**src/rtl/key_evt_pkg.sv**
```systemverilog
// Shared state encoding, default timing limits and a small helper for key_evt.
// The optional double-press path is enabled with KEY_EVT_DBL_EN.
package key_evt_pkg;

    typedef enum logic [2:0] {
        ST_IDLE   = 3'd0,
        ST_PRESS  = 3'd1,
        ST_LONG   = 3'd2,
        ST_GAP    = 3'd3,
        ST_PRESS2 = 3'd4
    } key_state_e;

    localparam int LONG_T_DEF = 500;
    localparam int GAP_T_DEF  = 150;

    function automatic int max2(input int a, input int b);
        return (a > b) ? a : b;
    endfunction

endpackage

```
**src/rtl/key_evt_cnt.sv**
```systemverilog
// Sample counter for key_evt: advances on ce when asked, clears synchronously,
// and flags when the current count equals the terminal value.
module key_evt_cnt #(
    parameter int CW = 9
) (
    input  logic          clk,
    input  logic          rst,
    input  logic          ce,
    input  logic          clr,
    input  logic          inc,
    input  logic [CW-1:0] term,
    output logic          hit
);

    logic [CW-1:0] cnt;

    always_ff @(posedge clk or posedge rst) begin
        if (rst)
            cnt <= '0;
        else if (clr)
            cnt <= '0;
        else if (ce && inc)
            cnt <= cnt + CW'(1);
    end

    assign hit = (cnt == term);

endmodule

```
**src/rtl/key_evt.sv**
```systemverilog
// Press-event classifier: turns each filtered press into one short/long/double pulse.
// Define KEY_EVT_DBL_EN to build the double-press path (GAP and PRESS2 states).
module key_evt
    import key_evt_pkg::*;
#(
    parameter int LONG_T = LONG_T_DEF,
    parameter int GAP_T  = GAP_T_DEF,
    parameter int CW     = $clog2(max2(LONG_T, GAP_T))
) (
    input  logic clk,
    input  logic rst,
    input  logic ce,
    input  logic lvl,
    output logic short_p,
    output logic long_p,
    output logic dbl_p,
    output logic held,
    output logic busy
);

    logic [2:0]    state, nxt;
    logic          hit, inc, clr;
    logic [CW-1:0] term;
    logic          fire_short, fire_long;
`ifdef KEY_EVT_DBL_EN
    logic          fire_dbl;
`endif

    // Counter is compared before it increments, so the terminal is limit-2:
    // the sample that would make the count limit-1 is the deciding one.
`ifdef KEY_EVT_DBL_EN
    assign term = (state == ST_GAP) ? CW'(GAP_T - 2) : CW'(LONG_T - 2);
    assign inc  = ((state == ST_PRESS || state == ST_PRESS2) && lvl)
                || (state == ST_GAP && !lvl);
`else
    assign term = CW'(LONG_T - 2);
    assign inc  = (state == ST_PRESS) && lvl;
`endif
    assign clr = (nxt != state);

    key_evt_cnt #(.CW(CW)) u_cnt (
        .clk  (clk),
        .rst  (rst),
        .ce   (ce),
        .clr  (clr),
        .inc  (inc),
        .term (term),
        .hit  (hit)
    );

    always_comb begin
        nxt        = state;
        fire_short = 1'b0;
        fire_long  = 1'b0;
`ifdef KEY_EVT_DBL_EN
        fire_dbl   = 1'b0;
`endif
        case (state)
            ST_IDLE: if (ce && lvl) nxt = ST_PRESS;
            ST_PRESS: begin
                if (ce) begin
                    if (lvl) begin
                        if (hit) begin
                            nxt       = ST_LONG;
                            fire_long = 1'b1;
                        end
                    end else begin
`ifdef KEY_EVT_DBL_EN
                        nxt = ST_GAP;
`else
                        nxt        = ST_IDLE;
                        fire_short = 1'b1;
`endif
                    end
                end
            end
            ST_LONG: if (ce && !lvl) nxt = ST_IDLE;
`ifdef KEY_EVT_DBL_EN
            ST_GAP: begin
                if (ce) begin
                    if (lvl) begin
                        nxt = ST_PRESS2;
                    end else if (hit) begin
                        nxt        = ST_IDLE;
                        fire_short = 1'b1;
                    end
                end
            end
            ST_PRESS2: begin
                if (ce) begin
                    if (!lvl) begin
                        nxt      = ST_IDLE;
                        fire_dbl = 1'b1;
                    end else if (hit) begin
                        nxt      = ST_LONG;
                        fire_dbl = 1'b1;
                    end
                end
            end
`endif
            // Unused encodings recover silently, regardless of ce.
            default: nxt = ST_IDLE;
        endcase
    end

    always_ff @(posedge clk or posedge rst) begin
        if (rst) begin
            state   <= ST_IDLE;
            short_p <= 1'b0;
            long_p  <= 1'b0;
            held    <= 1'b0;
            busy    <= 1'b0;
        end else begin
            state   <= nxt;
            short_p <= fire_short;
            long_p  <= fire_long;
            held    <= (nxt == ST_LONG);
            busy    <= (nxt != ST_IDLE);
        end
    end

`ifdef KEY_EVT_DBL_EN
    always_ff @(posedge clk or posedge rst) begin
        if (rst)
            dbl_p <= 1'b0;
        else
            dbl_p <= fire_dbl;
    end
`else
    assign dbl_p = 1'b0;
`endif

endmodule
```
**config.mk**
```make
export PLATFORM = sky130hd
export DESIGN_NAME = key_evt
export DESIGN_NICKNAME = d
export VERILOG_FILES = /design/src/rtl/key_evt_pkg.sv /design/src/rtl/key_evt_cnt.sv /design/src/rtl/key_evt.sv
export SDC_FILE = /design/constraint.sdc
export NUM_CORES = 1
export LEC_CHECK = 0
export BUFFER_PORTS_ARGS = -buffer_cell sky130_fd_sc_hd__buf_2
export CAP_MARGIN = 20
export CORE_MARGIN = 3
export CORE_UTILIZATION = 55
export CTS_BUF_LIST = sky130_fd_sc_hd__clkbuf_16
export CTS_CLUSTER_DIAMETER = 80
export DETAILED_ROUTE_END_ITERATION = 10
export HOLD_SLACK_MARGIN = 0.15
export PLACE_DENSITY = 0.76
export SETUP_SLACK_MARGIN = 0.1
export SLEW_MARGIN = 30
export SYNTH_ARGS = -nofsm -noshare
export SYNTH_HDL_FRONTEND = slang
export SYNTH_SLANG_ARGS = --single-unit
```
**constraint.sdc**
```tcl
create_clock -name clk -period 2 [get_ports clk]
set_input_delay 0.1 -clock clk [delete_from_list [all_inputs] [get_ports clk]]
set_output_delay 0.1 -clock clk [all_outputs]
set_load 0.005 [all_outputs]
```
==> results_tabular.tex, run 1 <==
\begin{tabular}{lr}
\hline
Metric & Value \\
\hline
\multicolumn{2}{l}{\textbf{Run status}} \\
Status & complete, no violations \\
\multicolumn{2}{l}{\textbf{Clock tree}} \\
CTS Sinks & 16 \\
Worst skew pair latency & approximately 0.24 ns \\
Root Buffer & clkbuf\_16 \\
Number of buffers on the longest clock path & 2 \\
Post-CTS setup-driven buffer insertion count & 0 \\
Clock transition at path regs & roughly 0.050 ns \\
Number of clock buffers inserted by TritonCTS & 3 \\
TritonCTS clock tree & built \\
Maximum level of the CTS H-tree & 1 \\
\multicolumn{2}{l}{\textbf{Drt}} \\
Via density per instance & approximately 5.7 \\
Detail Route Antenna Nets & 0 \\
Number of search-and-repair iterations in the first detailed-routing pass & 4 \\
Wire length per cell after detailed routing & around 13 um \\
\# DRC & 0 \\
Initial detailed-routing violation count & 3 \\
Vias after detailed routing & approximately 620 \\
Routed wire length & around 1400 um \\
\multicolumn{2}{l}{\textbf{Cells and area}} \\
Final cell count without fillers & roughly 110 \\
Fraction of final layout cells with drive strength greater than 1 & between 10\% and 20\% \\
Commonest cells after routing, fill and taps aside & dfrtp\_1, nor2\_1, xnor2\_1, buf\_2, nand2\_1 \\
Final std cell area, no fill & slightly below 1000 um2 \\
Most common cell after layout, fill and taps aside & dfrtp\_1 \\
Filler cells & between 90 and 100 \\
Final nets & between 100 and 150 \\
Number of antenna diodes & 0 \\
Fin util & 71.4\% \\
Post-synthesis to final-layout area growth & 18.6\% \\
\multicolumn{2}{l}{\textbf{GRT}} \\
Antenna violations before repair & 0 \\
Global-route wire length before repair & between 2000 and 2500 um \\
Largest net degree at the start of global routing & 17 \\
Vias in the first global route & just under 600 \\
Overall overflow remaining after global route & 0 \\
Global-route usage over all layers & approximately 17\% \\
\multicolumn{2}{l}{\textbf{Floorplanning}} \\
Initial cell density of the core & around 60\% \\
Die area & 1970 um2 \\
Floorplan core area & $\sim$1400 um2 \\
Horizontal die dimension & 44.4 um \\
Floorplan row count & 13 \\
Number of top-level design ports & 9 \\
Floorplan die height & $\sim$44 um \\
\multicolumn{2}{l}{\textbf{Critical path}} \\
Critical register-to-register path endpoint & u\_cnt.cnt[8]\$\_DFFE\_PP0P\_ \\
CP Data Arrival Time & between 1.5 and 2 ns \\
Startpoint types & flip-flop \\
Worst R2R Setup Slack & 0.30 ns \\
Endpoint required time on the critical path & 2.11 ns \\
Logic depth of the worst register-to-register path & 6 \\
RR Startpoint & u\_cnt.cnt[0]\$\_DFFE\_PP0P\_ \\
Largest fanout of any net on the critical path & 9 \\
Category of the critical setup timing path & reg -> reg \\
Critical Path Sink Type & flip-flop \\
Worst setup path startpoint & u\_cnt.cnt[0]\$\_DFFE\_PP0P\_ \\
Critical path endpoint & u\_cnt.cnt[8]\$\_DFFE\_PP0P\_ \\
\multicolumn{2}{l}{\textbf{Logic synthesis}} \\
Sequential element share of the synthesized area & approximately half \\
Number of synthesis warnings & 0 \\
Leading area contributor after synthesis & dfrtp\_1 \\
Total of flip-flops plus latches after synthesis & 16 \\
Distinct cell type count after synthesis & 27 \\
Avg Cell Area, Syn & 10.0 um2 \\
Area fraction of the dominant cell type after synthesis & between 40\% and 50\% \\
Gate count of the mapped netlist & around 80 \\
Cell types occupying the most area after synthesis & dfrtp\_1, xnor2\_1, nor2\_1 \\
Netlist area before placement & around 810 um2 \\
\multicolumn{2}{l}{\textbf{Placement}} \\
Cell total after placement & 103 \\
Routability-driven placement congestion ratio & 0.814 \\
Post-Place Cell Area & 865 um2 \\
Final HPWL from detailed placement & a little over 1000 um \\
Number of port buffers & 7 \\
Pre-CTS WS & 0.308 ns \\
\multicolumn{2}{l}{\textbf{Timing}} \\
Final min period & roughly 1.7 ns \\
Max Clk Rate & roughly 600 MHz \\
Period Utilization, post-route & between 80 and 90\% \\
Setup\_tns & 0 ns \\
Worst hold-check slack & 0.222 ns \\
Unrepaired setup endpoints after global routing & no \\
Slew margin rel. & 61.8\% \\
Final clock skew & 0.000772 ns \\
Final Max Slew Viols & 0 \\
Actual slew at the worst max-slew pin & roughly 0.57 ns \\
Final setup violation count & 0 \\
Post-layout worst setup margin & around 0.30 ns \\
Final-report hold violation count & 0 \\
\multicolumn{2}{l}{\textbf{Run}} \\
Number of max-capacitance violations reported & 0 \\
\multicolumn{2}{l}{\textbf{Power}} \\
Pwr/cell area & between 700 and 800 nW/um2 \\
Post-layout total power & $\sim$0.75 mW \\
Highest ir drop seen on vdd & 0.513 mV \\
P\_leak & 0.408 nW \\
\multicolumn{2}{l}{\textbf{Worst hold path}} \\
Worst hold path class & in -> reg \\
\hline
\end{tabular}
==> registers in the layout, indices dropped and copies added, names as in the netlist <==
| name | count |
|---|---|
| held | 1 |
| long_p | 1 |
| busy | 1 |
| short_p | 1 |
| u_cnt.cnt | 9 |
| state | 3 |
==> routing by layer <==
metal | global-route usage [%] | up-vias | wire [um]
met2 | 29.1 | 8 | 692
met4 | 7.83 | 0 | 10
met5 | 0 | - | 0
met1 | 20.2 | 305 | 655
li1 | - | 304 | -
met3 | 4.07 | 2 | 47
==> cell families (layout without fill, tap and decap cells) <==
| group | count (synthesis) | count (layout) | synth area share [%] |
|---|---|---|---|
| other | 1 | 2 | 0.462 |
| AOI/OAI and AO/OA | 9 | 9 | 10.0 |
| and+or+nand+nor | 40 | 40 | 25.6 |
| xor gates and xnor gates | 8 | 8 | 8.63 |
| DFF | 16 | 16 | 49.3 |
| adders and majority gates | 2 | 2 | 3.08 |
| buffers and inverters | 5 | 17 | 2.93 |
==> cell usage after synthesis, drive strengths merged <==
cell type,instances
dfrtp,16
nor2,15
xnor2,7
nand2,5
nand4,4
nor3,4
a21oi,3
and2,3
inv,3
buf,2
ha,2
nand4bb,2
nor4,2
a211oi,1
a32o,1
conb,1
nand3,1
nand4b,1
nor2b,1
nor3b,1
o21ai,1
o21ba,1
o311ai,1
o31ai,1
or2,1
xor2,1
==> layout make-up <==
class	count	area, um2	share of cell area (%)
repair buffers	10	62.6	6.49
clock inverters	1	3.75	0.390
well taps	15	18.8	1.95
flip-flops and latches	16	400	41.6
inverters	3	11.3	1.17
clock buffers	3	75.1	7.79
multi-input cells	61	392	40.6
==> repair_timing <==
action | in CTS | in global routing
hold buffers | 2 | 0
endpoints found under the setup margin | 0 | 0
resized for setup | 0 | 0
endpoints found under the hold margin | 17 | 0
==> power breakdown <==
group	internal [mW]	switching (mW)	leakage, nW
Combinational	0.0168	0.0273	0.150
Sequential	0.329	0.00552	0.220
Clock	0.264	0.112	0.0385
==> worst min-delay path by stage <==
stage,from,endpoint,cells past startpoint
global placement,rst,u_cnt.cnt[5]$_DFFE_PP0P_,2
floorplan,rst,busy$_DFF_PP0_,1
finish,ce,state[0]$_DFF_PP0_,2
CTS,ce,state[0]$_DFF_PP0_,2
global route,ce,state[0]$_DFF_PP0_,2
detailed placement,rst,u_cnt.cnt[5]$_DFFE_PP0P_,2
==> critical path, stage by stage (launching register included) <==
cell and delay [ns]:
dfrtp_1 0.41, inv_1 0.07, ha_1 0.14, nand4bb_1 0.12, o21ba_2 0.24, o311ai_4 0.47, nor2_1 0.11
No activity file was read; power rests on OpenSTA's default activity.
==> run 2: changes to the inputs <==
==> constraint.sdc (replaced) <==
create_clock -name clk -period 1.8 [get_ports clk]
set_input_delay 0.09 -clock clk [delete_from_list [all_inputs] [get_ports clk]]
set_output_delay 0.09 -clock clk [all_outputs]
set_load 0.005 [all_outputs]
==> results_tabular.tex, run 2 (synthesis results as in run 1) <==
\begin{tabular}{lr}
\hline
Metric & Value \\
\hline
\multicolumn{2}{l}{\textbf{Run status}} \\
Status & complete, no violations \\
\multicolumn{2}{l}{\textbf{Cells and area}} \\
Commonest cells after routing, fill and taps aside & dfrtp\_1, nor2\_1, xnor2\_1, buf\_2, nand2\_1 \\
Fraction of final layout cells with drive strength greater than 1 & 16.7\% (+2.8 points) \\
Filler cells & 105 (+11\%) \\
Number of antenna diodes & 0 (unchanged) \\
Flip-flop count of the largest register after layout & 9 (unchanged) \\
Final std cell area, no fill & 992 um2 (+3.0\%) \\
Fin util & 73.5\% (+2.1 points) \\
Top reg by flops & u\_cnt.cnt \\
Most common cell after layout, fill and taps aside & dfrtp\_1 \\
Post-synthesis to final-layout area growth & 22.2\% \\
Final nets & 103 (+2.0\%) \\
Largest registers & u\_cnt.cnt (9), state (3) \\
\multicolumn{2}{l}{\textbf{Critical path}} \\
Cell Chain, Critical Path & inv\_1 -> ha\_1 -> nand4bb\_1 -> o21ba\_2 -> o311ai\_2 -> nor2\_1 \\
Logic depth of the worst register-to-register path & 6 (unchanged) \\
Crit-path max cell delay & 0.41 ns (-0.06 ns) \\
Critical Path Sink Type & flip-flop \\
Endpoint required time on the critical path & 1.91 ns (-0.20 ns) \\
Largest fanout of any net on the critical path & 4 (-5) \\
CP Data Arrival Time & 1.71 ns (-0.09 ns) \\
Startpoint types & flip-flop \\
RR Startpoint & u\_cnt.cnt[0]\$\_DFFE\_PP0P\_ \\
Category of the critical setup timing path & reg -> reg \\
Worst setup path startpoint & u\_cnt.cnt[0]\$\_DFFE\_PP0P\_ \\
Critical path endpoint & u\_cnt.cnt[5]\$\_DFFE\_PP0P\_ \\
Critical register-to-register path endpoint & u\_cnt.cnt[5]\$\_DFFE\_PP0P\_ \\
Worst path slowest cell & dfrtp\_1 \\
Worst R2R Setup Slack & 0.21 ns (-0.10 ns) \\
\multicolumn{2}{l}{\textbf{Timing}} \\
Slew margin rel. & 61.2\% (-0.63 points) \\
Worst hold-check slack & 0.196 ns (-0.0264 ns) \\
Actual slew at the worst max-slew pin & 0.582 ns (+0.00940 ns) \\
Max Clk Rate & 628 MHz (+6.6\%) \\
Final min period & 1.59 ns (-0.104 ns) \\
Final Max Slew Viols & 0 (unchanged) \\
Period Utilization, post-route & 88.5\% (+3.6 points) \\
Final setup violation count & 0 (unchanged) \\
Final clock skew & 0.00114 ns (+0.000367 ns) \\
Final-report hold violation count & 0 (unchanged) \\
Unrepaired setup endpoints after global routing & no \\
Setup\_tns & 0 ns (unchanged) \\
\multicolumn{2}{l}{\textbf{Floorplanning}} \\
Floorplan core area & 1350 um2 (unchanged) \\
Floorplan die height & 44.4 um (unchanged) \\
Number of top-level design ports & 9 (unchanged) \\
Floorplan row count & 13 (unchanged) \\
Initial cell density of the core & 60.1\% (unchanged) \\
Horizontal die dimension & 44.4 um (unchanged) \\
Die area & 1970 um2 (unchanged) \\
\multicolumn{2}{l}{\textbf{Power}} \\
P\_leak & 0.419 nW (+2.5\%) \\
Highest ir drop seen on vdd & 0.631 mV (+23\%) \\
Pwr/cell area & 858 nW/um2 (+9.6\%) \\
\multicolumn{2}{l}{\textbf{GRT}} \\
Global-route usage over all layers & 18.9\% (+1.9 points) \\
Global-route wire length before repair & 2670 um (+9.7\%) \\
Vias in the first global route & 606 (+1.5\%) \\
Largest net degree at the start of global routing & 17 (unchanged) \\
Overall overflow remaining after global route & 0 (unchanged) \\
Antenna violations before repair & 0 (unchanged) \\
\multicolumn{2}{l}{\textbf{Clock tree}} \\
TritonCTS clock tree & built \\
Maximum level of the CTS H-tree & 1 (unchanged) \\
Number of buffers on the longest clock path & 2 (unchanged) \\
Clock transition at path regs & 0.05 ns (about the same) \\
Root Buffer & clkbuf\_16 \\
Number of clock buffers inserted by TritonCTS & 3 (unchanged) \\
Post-CTS setup-driven buffer insertion count & 0 (unchanged) \\
CTS Sinks & 16 (unchanged) \\
Worst skew pair latency & 0.24 ns (about the same) \\
\multicolumn{2}{l}{\textbf{Drt}} \\
\# DRC & 0 (unchanged) \\
Wire length per cell after detailed routing & 14.5 um (+12\%) \\
Number of search-and-repair iterations in the first detailed-routing pass & 5 (+1) \\
Vias after detailed routing & 659 (+6.5\%) \\
Initial detailed-routing violation count & 19 (+16) \\
Routed wire length & 1610 um (+14\%) \\
Detail Route Antenna Nets & 0 (unchanged) \\
Via density per instance & 5.94 (+4.5\%) \\
\multicolumn{2}{l}{\textbf{Run}} \\
Number of max-capacitance violations reported & 0 (unchanged) \\
\multicolumn{2}{l}{\textbf{Placement}} \\
Routability-driven placement congestion ratio & 0.818 (+0.45\%) \\
Number of port buffers & 7 (unchanged) \\
Post-Place Cell Area & 872 um2 (+0.87\%) \\
Final HPWL from detailed placement & 1050 um (+3.9\%) \\
\multicolumn{2}{l}{\textbf{Worst hold path}} \\
Worst hold path class & in -> reg \\
\hline
\end{tabular}
## run 2: worst max-delay path: cells and delay by family (launching register included)
| kind | cells | cell delay [ns] |
|---|---|---|
| DFF | 1 | 0.41 |
| adders and majority gates | 1 | 0.14 |
| buffers and inverters | 1 | 0.07 |
| and+or+nand+nor | 2 | 0.22 |
| AOI/OAI and AO/OA | 2 | 0.62 |
## run 2: power by group
part	switching, mW	total [mW]	internal [mW]	leakage [nW]
clock network	0.129	0.423	0.294	0.0385
registers	0.00387	0.369	0.365	0.220
logic	0.0365	0.0594	0.0229	0.161
total	0.169	0.851	0.682	0.419
## run 2: through the flow
stage               setup WS (ns)  power (mW)  instances
floorplan                   0.280       0.408         82
global placement            0.187       0.423        104
detailed placement          0.144       0.424        104
CTS                         0.101       0.854        110
global route                0.113       0.888        111
finish                      0.207       0.851        111
## run 2: repair_timing
action,in CTS,in global routing
hold buffers,2,0
endpoints found under the hold margin,17,0
endpoints found under the setup margin,0,9
resized for setup,0,1
## run 2: layer usage
metal	track usage (%)	routed length, um	up-vias
met5	0	0	-
met4	10.8	31	0
met3	4.07	82	4
met2	30.2	734	18
met1	23.5	759	328
li1	-	-	309
## run 2: final cells by class
cell class	count	area [um2]	share of cell area (%)
multi-input combinational	62	413	41.6
sequential	16	400	40.4
clock buffer	3	75.1	7.57
timing repair buffer	11	70.1	7.06
tap	15	18.8	1.89
inverter	3	11.3	1.13
clock inverter	1	3.75	0.378
## run 2: worst min path at each step
stage               start                  endpoint  slack, ns  cells after the start
floorplan             rst            busy$_DFF_PP0_      0.004                      1
global placement      rst  u_cnt.cnt[5]$_DFFE_PP0P_       0.17                      2
detailed placement    rst  u_cnt.cnt[5]$_DFFE_PP0P_       0.18                      2
CTS                    ce            busy$_DFF_PP0_       0.20                      3
global route           ce            busy$_DFF_PP0_       0.21                      3
finish                 ce            busy$_DFF_PP0_       0.20                      3
